--- src/rtl/lut_func_engine.sv ---
// -----------------------------------------------------------------------------
// lut_func_engine
//
// Programmable N_IN-input Boolean function. The truth table is held in a
// 2^N_IN-bit register that is written one entry per cycle. Input vectors are
// evaluated through a valid/ready stream that has a registered output. A
// self-test sweep walks every table entry and reports how many entries are 1.
//
// Ports
//   clk          system clock, rising edge
//   rst_n        asynchronous active-low reset
//   cfg_we       truth-table write strobe (honoured in IDLE only)
//   cfg_addr     table index to write; MSB corresponds to input A
//   cfg_data     function value stored at cfg_addr
//   in_valid     input vector valid
//   in_vec       input vector {A,B,C,...}, MSB is A
//   in_ready     an input vector can be accepted this cycle
//   out_valid    out_f / out_vec hold a result
//   out_ready    downstream accepts the result
//   out_f        table[in_vec] for the accepted vector
//   out_vec      echo of the evaluated vector
//   sweep_start  one-cycle request for an exhaustive sweep
//   sweep_busy   sweep in progress
//   sweep_done   one-cycle pulse when a sweep completes
//   minterm_cnt  number of table entries equal to 1 at the last sweep
// -----------------------------------------------------------------------------
module lut_func_engine #(
  parameter int N_IN = 4
) (
  input  logic            clk,
  input  logic            rst_n,
  input  logic            cfg_we,
  input  logic [N_IN-1:0] cfg_addr,
  input  logic            cfg_data,
  input  logic            in_valid,
  input  logic [N_IN-1:0] in_vec,
  output logic            in_ready,
  output logic            out_valid,
  input  logic            out_ready,
  output logic            out_f,
  output logic [N_IN-1:0] out_vec,
  input  logic            sweep_start,
  output logic            sweep_busy,
  output logic            sweep_done,
  output logic [N_IN:0]   minterm_cnt
);

  localparam int DEPTH = 2 ** N_IN;
  localparam int IW    = N_IN + 1;

  // The sweep index carries one extra bit so the terminal compare can never
  // alias with a wrapped index.
  localparam logic [IW-1:0] IDX_LAST = IW'(DEPTH - 1);
  localparam logic [IW-1:0] IDX_ONE  = IW'(1);

  typedef enum logic [1:0] {
    ST_IDLE  = 2'd0,
    ST_SWEEP = 2'd1,
    ST_DONE  = 2'd2
  } state_e;

  state_e           state_q, state_d;
  logic [DEPTH-1:0] lut_q, lut_d;
  logic [IW-1:0]    idx_q, idx_d;
  logic [IW-1:0]    acc_q, acc_d;
  logic             out_valid_q, out_valid_d;
  logic             out_f_q, out_f_d;
  logic [N_IN-1:0]  out_vec_q, out_vec_d;
  logic             busy_q, busy_d;
  logic             done_q, done_d;
  logic [IW-1:0]    cnt_q, cnt_d;

  logic             in_ready_s;
  logic             eval_fire_s;
  logic             sweep_bit_s;
  logic [IW-1:0]    acc_sum_s;

  // Accept a new vector only in IDLE and only if the output slot is free or
  // is being drained this cycle.
  assign in_ready_s  = (state_q == ST_IDLE) && (!out_valid_q || out_ready);
  assign eval_fire_s = in_valid && in_ready_s;

  // Table entry currently addressed by the sweep and the running sum that
  // includes it; the last SWEEP cycle commits this sum directly.
  assign sweep_bit_s = lut_q[idx_q[N_IN-1:0]];
  assign acc_sum_s   = acc_q + {{N_IN{1'b0}}, sweep_bit_s};

  // Next-state logic for the FSM, the table, the eval pipeline and the sweep.
  always_comb begin
    state_d     = state_q;
    lut_d       = lut_q;
    idx_d       = idx_q;
    acc_d       = acc_q;
    out_valid_d = out_valid_q;
    out_f_d     = out_f_q;
    out_vec_d   = out_vec_q;
    busy_d      = busy_q;
    done_d      = 1'b0;
    cnt_d       = cnt_q;

    // Evaluation reads the registered table, so a write landing on the same
    // edge is not visible to this vector.
    if (eval_fire_s) begin
      out_valid_d = 1'b1;
      out_f_d     = lut_q[in_vec];
      out_vec_d   = in_vec;
    end else if (out_ready) begin
      out_valid_d = 1'b0;
    end else begin
      out_valid_d = out_valid_q;
    end

    // Table writes are only honoured in IDLE; a write coinciding with
    // sweep_start lands before the first sweep read.
    if ((state_q == ST_IDLE) && cfg_we) begin
      lut_d[cfg_addr] = cfg_data;
    end else begin
      lut_d = lut_q;
    end

    case (state_q)
      ST_IDLE: begin
        if (sweep_start) begin
          state_d = ST_SWEEP;
          idx_d   = '0;
          acc_d   = '0;
          busy_d  = 1'b1;
        end else begin
          state_d = ST_IDLE;
        end
      end

      ST_SWEEP: begin
        acc_d = acc_sum_s;
        idx_d = idx_q + IDX_ONE;
        if (idx_q == IDX_LAST) begin
          state_d = ST_DONE;
          cnt_d   = acc_sum_s;
          busy_d  = 1'b0;
          done_d  = 1'b1;
        end else begin
          state_d = ST_SWEEP;
        end
      end

      ST_DONE: begin
        state_d = ST_IDLE;
      end

      default: begin
        state_d = ST_IDLE;
        busy_d  = 1'b0;
      end
    endcase
  end

  // State and datapath registers with asynchronous reset.
  always_ff @(posedge clk or negedge rst_n) begin
    if (!rst_n) begin
      state_q     <= ST_IDLE;
      lut_q       <= '0;
      idx_q       <= '0;
      acc_q       <= '0;
      out_valid_q <= 1'b0;
      out_f_q     <= 1'b0;
      out_vec_q   <= '0;
      busy_q      <= 1'b0;
      done_q      <= 1'b0;
      cnt_q       <= '0;
    end else begin
      state_q     <= state_d;
      lut_q       <= lut_d;
      idx_q       <= idx_d;
      acc_q       <= acc_d;
      out_valid_q <= out_valid_d;
      out_f_q     <= out_f_d;
      out_vec_q   <= out_vec_d;
      busy_q      <= busy_d;
      done_q      <= done_d;
      cnt_q       <= cnt_d;
    end
  end

  assign in_ready    = in_ready_s;
  assign out_valid   = out_valid_q;
  assign out_f       = out_f_q;
  assign out_vec     = out_vec_q;
  assign sweep_busy  = busy_q;
  assign sweep_done  = done_q;
  assign minterm_cnt = cnt_q;

endmodule

--- config.mk ---
export PLATFORM = sky130hd
export DESIGN_NAME = lut_func_engine
export DESIGN_NICKNAME = d
export VERILOG_FILES = /design/src/rtl/lut_func_engine.sv
export SDC_FILE = /design/constraint.sdc
export NUM_CORES = 1
export LEC_CHECK = 0
export ABC_AREA = 1
export BUFFER_PORTS_ARGS = -buffer_cell sky130_fd_sc_hd__buf_2
export CAP_MARGIN = 20
export CORE_AREA = 2 2 64 66
export CTS_CLUSTER_SIZE = 20
export DETAILED_ROUTE_END_ITERATION = 16
export DIE_AREA = 0 0 66 68
export PLACE_DENSITY_LB_ADDON = 0.08
export SETUP_SLACK_MARGIN = 0.5
export SYNTH_ARGS = -nofsm -noshare
export SYNTH_HDL_FRONTEND = slang
export SYNTH_SLANG_ARGS = --single-unit
--- constraint.sdc ---
create_clock -name clk -period 6.7 [get_ports clk]
set_clock_uncertainty 0.15 [all_clocks]
set_input_delay 1.34 -clock clk [delete_from_list [all_inputs] [get_ports clk]]
set_output_delay 1.34 -clock clk [all_outputs]
set_load 0.1 [all_outputs]
Word-level counts from Yosys, hierarchy flattened
Cells that the tools add are included.
{"block": "word_totals", "register_bits": 41, "latch_bits": 0, "mem_bits_rw": 0, "rom_bits": 0, "input_bits": 15, "out_inout_bits": 14, "wordCells": 54, "mem_count": 0}
{"block": "op_classes", "addsub": 2, "n_mul": 0, "n_div": 0, "order_cmp": 4, "n_eq_ne": 5, "shifts": 0, "mux": 20, "bitwise": 1, "reduce_logical": 12}
{"cell": "$pmux W5 S2", "n": 2}
{"cell": "$bwmux W16", "n": 1}
{"cell": "$lt A4 B5 Y1 const B", "n": 3}
{"cell": "$mux W1", "n": 10}
{"cell": "$bmux W1 S4", "n": 2}
{"cell": "$add A5 B1 Y5", "n": 1}
{"cell": "$add A5 B1 Y5 const B", "n": 1}
{"cell": "$eq A5 B4 Y1 const B", "n": 1}
{"cell": "$mux W5", "n": 1}
{"cell": "$demux W1 S4", "n": 1}
{"cell": "$ge A4 B1 Y1 const B", "n": 1}
{"cell": "$logic_and A1 B1 Y1", "n": 4}
{"cell": "$ne A2 B2 Y1 const B", "n": 2}
{"cell": "$pmux W2 S2", "n": 1}
{"cell": "$reduce_and A2 Y1", "n": 2}
{"cell": "$reduce_bool A2 Y1", "n": 2}
{"cell": "$pmux W1 S3", "n": 1}
{"cell": "$reduce_and A3 Y1", "n": 1}
{"cell": "$eq A2 B1 Y1 const B", "n": 1}
{"cell": "$eq A2 B2 Y1 const B", "n": 1}
{"cell": "$logic_not A2 Y1", "n": 1}
{"cell": "$mux W2", "n": 1}
{"cell": "$logic_not A1 Y1", "n": 1}
{"cell": "$logic_or A1 B1 Y1", "n": 1}
{"cell": "$not A1 Y1", "n": 1}

Longest topological paths before layout
{"block": "logic_depth", "ltp_word": 5, "ltp_mapped": 14, "ltp_nobuf": 14}

Least setup slack after synthesis
No wires, ideal clock.
{"block": "synth_path", "kind": "in2out", "start": "input out_ready", "end": "output in_ready", "t_arrival_ns": 2.205, "required_time_ns": 5.210, "slack_ns": 3.005, "cell_stages": 3, "n_path_buf": 0, "path_cell_list": "inv_1 nand2_1 and2_1"}
{"block": "synth_between", "elab_chain_len": 2}
{"item": "start: declaration", "line_no": "39", "rtl": "input logic out_ready,"}
{"item": "$logic_or A1 B1 Y1", "line_no": "80", "rtl": "assign in_ready_s = (state_q == ST_IDLE) && (!out_valid_q || out_ready);"}
{"item": "$logic_and A1 B1 Y1", "line_no": "80"}
{"item": "end: declaration", "line_no": "37", "rtl": "output logic in_ready,"}
Every way passes these cells.

Worst setup path in the final report
Ends and elaborated chain as after synthesis.

==> impl_metrics.tcl <==
set metrics [dict create \
    worst-path-max-fanout 3 \
    finalHoldViolCount 0 \
    ir_drop_mv 0.1935 \
    clockBufferDepth 2 \
    hold_buffers 0 \
    finalPower_uw 1117 \
    vias 1780 \
    rows 23 \
    worst_pin_slew_ns 0.9065 \
    root_buffer "clkbuf_8" \
    synth_cell_type_count 28 \
    die_width_um 66 \
    crit_arrival_ns 2.06 \
    p_per_area_nw_per_um2 463.0 \
    p_leak_uw 0.001180 \
    yosysTopAreaCell "dfrtp_1" \
    ios 29 \
    cp-end-kind "output pin" \
    netlist_area_um2 2162 \
    die_h_um 68 \
    drv_cap 0 \
    setup_viol_count_final 0 \
    grt_pass1_wl_um 7376 \
    synth_compound_area_share_pct 11.98 \
    drc 0 \
    htree_levels 2 \
    numCtsBuffers 5 \
    die_area_um2 4488 \
    cts_setup_buffers 0 \
    numClockSinks 41 \
    ys_ff_latch 41 \
    dpl.cell_count 339 \
    cp.required_ns 5.21 \
    cts_tree "yes" \
    critical_path_class "input pin to output pin" \
    rsz0062_at_grt "no" \
    n_antenna_cell 0 \
    core_um2 3856 \
    place_congestion 0.8443 \
    outcome "finished clean" \
    holdWs_ns 0.3279 \
    synth_top_family_by_area "simple AND/OR/NAND/NOR gates" \
    ant_nets 0 \
    fin_cells 346 \
    min_period_over_period_pct 53.01 \
    insertion_delay_ns 0.29 \
    gr-total-overflow 0 \
    start_kind "input pin" \
    first_global_vias 1617 \
    cts_resized 0 \
    drive_above_1_share_pct 16.55 \
    detail_route.wl_per_cell_um 12.21 \
    relSlewSlack_pct 39.57 \
    finalSetupTns_ns 0 \
    drtIter0Drc 120 \
    io_buffer_count 28 \
    synth-simple-area-share_pct 26.45 \
    synth_top_area_share_pct 47.45 \
    fin_util_pct 62.56 \
    final_common_cell "nand2_1" \
    synth_adder_area_share_pct 2.315 \
    hp-class "flop to flop" \
    syn_avg_cell_area_um2 8.067 \
    synth_cells 268 \
    fmax_mhz 281.6 \
    n_fill_cell 377 \
    cts.clk_slew.worst_paths_ns 0.07 \
    synthTopCellsByArea "dfrtp_1 (47%), nand2_1 (13%), inv_1 (6.4%), nand3_1 (4.6%), o21ai_0 (4.6%)" \
    dr.pass1.iters 4 \
    synth_mux_area_share_pct 2.025 \
    period_needed_ns 3.552 \
    dp_hpwl_um 3164 \
    synth_xor_area_share_pct 1.215 \
    slew_violations 0 \
    grt_max_degree 42 \
    grt_use_total_pct 21.90 \
    wl_um 4226 \
    routed_via_density 5.145 \
    syn_nets 287 \
    antenna_found_initial 0 \
    layout_common_cells "nand2_1 (74), dfrtp_1 (41), inv_1 (37)" \
    yosysWarnings 0 \
    syn_to_final_growth_pct 11.57 \
    initial_core_util_pct 56.07 \
    seq_area_frac_synth_pct 47.45 \
    nets 315 \
]
metrics by stage:
step,cell area (µm²),setup slack [ns]
finish,2412,3.148
floorplan,2162,3.005
CTS,2412,3.141
global placement,2326,3.173
global route,2412,3.085
detailed placement,2326,3.144
power by group:
group | internal, µW | switching [µW]
registers | 327 | 71.8
logic | 140 | 415
clock network | 81.7 | 81.2
total | 549 | 568
path summary, 6_finish.rpt:
check | slack [ns] | start | end | cells after the start
worst max-delay path | 3.15 | out_ready | in_ready | 5
worst min-delay path | 0.33 | out_vec[0]$_DFFE_PN0P_ | out_vec[0]$_DFFE_PN0P_ | 2
worst max register to register | 4.39 | idx_q[0]$_DFFE_PN0P_ | minterm_cnt[4]$_DFFE_PN0P_ | 12
worst min register to register | 0.33 | out_vec[0]$_DFFE_PN0P_ | out_vec[0]$_DFFE_PN0P_ | 2
max in group asynchronous | 4.81 | rst_n | lut_q[4]$_DFFE_PN0P_ | 1
min in group asynchronous | 1.02 | rst_n | acc_q[2]$_DFFE_PN0P_ | 1
synthesized netlist by cell type:
master	number
a21oi_1	5
a32o_1	2
and2_1	1
buf_2	4
buf_6	1
clkbuf_1	2
dfrtp_1	41
ha_1	4
inv_1	37
inv_2	2
mux2_2	3
mux2i_1	1
nand2_1	74
nand2_2	2
nand2_4	2
nand3_1	20
nor2_1	16
nor2_2	1
nor2_4	2
nor3_1	3
nor3_4	3
o211ai_1	6
o21ai_0	20
o21ai_1	11
o22ai_1	1
o31ai_1	1
xnor2_1	1
xor2_1	2
cell type report:
| class | count | area (µm²) | share of cell area (%) |
|---|---|---|---|
| Sequential cell | 41 | 1026 | 42.53 |
| Multi-Input combinational cell | 181 | 950.9 | 39.42 |
| Inverter | 39 | 146.4 | 6.068 |
| Timing Repair Buffer | 28 | 140.1 | 5.809 |
| Clock buffer | 7 | 86.33 | 3.579 |
| Tap cell | 50 | 62.56 | 2.593 |
metal layers:
metal | share of wire [%] | track usage [%] | up-vias
li1 | - | - | 923
met1 | 50 | 29.84 | 808
met2 | 43 | 33.84 | 41
met3 | 4.7 | 4.441 | 8
met4 | 1.8 | 10.20 | 0
met5 | 0 | 0 | -
critical path: stages:
cell and delay (ns):
buf_2 0.08, inv_1 0.03, nand2_1 0.08, and2_1 0.12, buf_2 0.42
cell families after synthesis:
kind of cell	after synthesis
AO/OA/AOI/OAI	46
XOR/XNOR	3
adder cells (fa/ha/maj)	4
buffers and inverters	46
flip-flops	41
multiplexers	4
AND/OR/NAND/NOR	124
sequential cells by signal, indices dropped and copies added (netlist names):
name / count
out_valid: 1
acc_q: 5
sweep_done: 1
out_f: 1
minterm_cnt: 5
lut_q: 16
idx_q: 5
sweep_busy: 1
out_vec: 4
state_q: 2
Note: power is estimated with default switching activity, not from simulation.
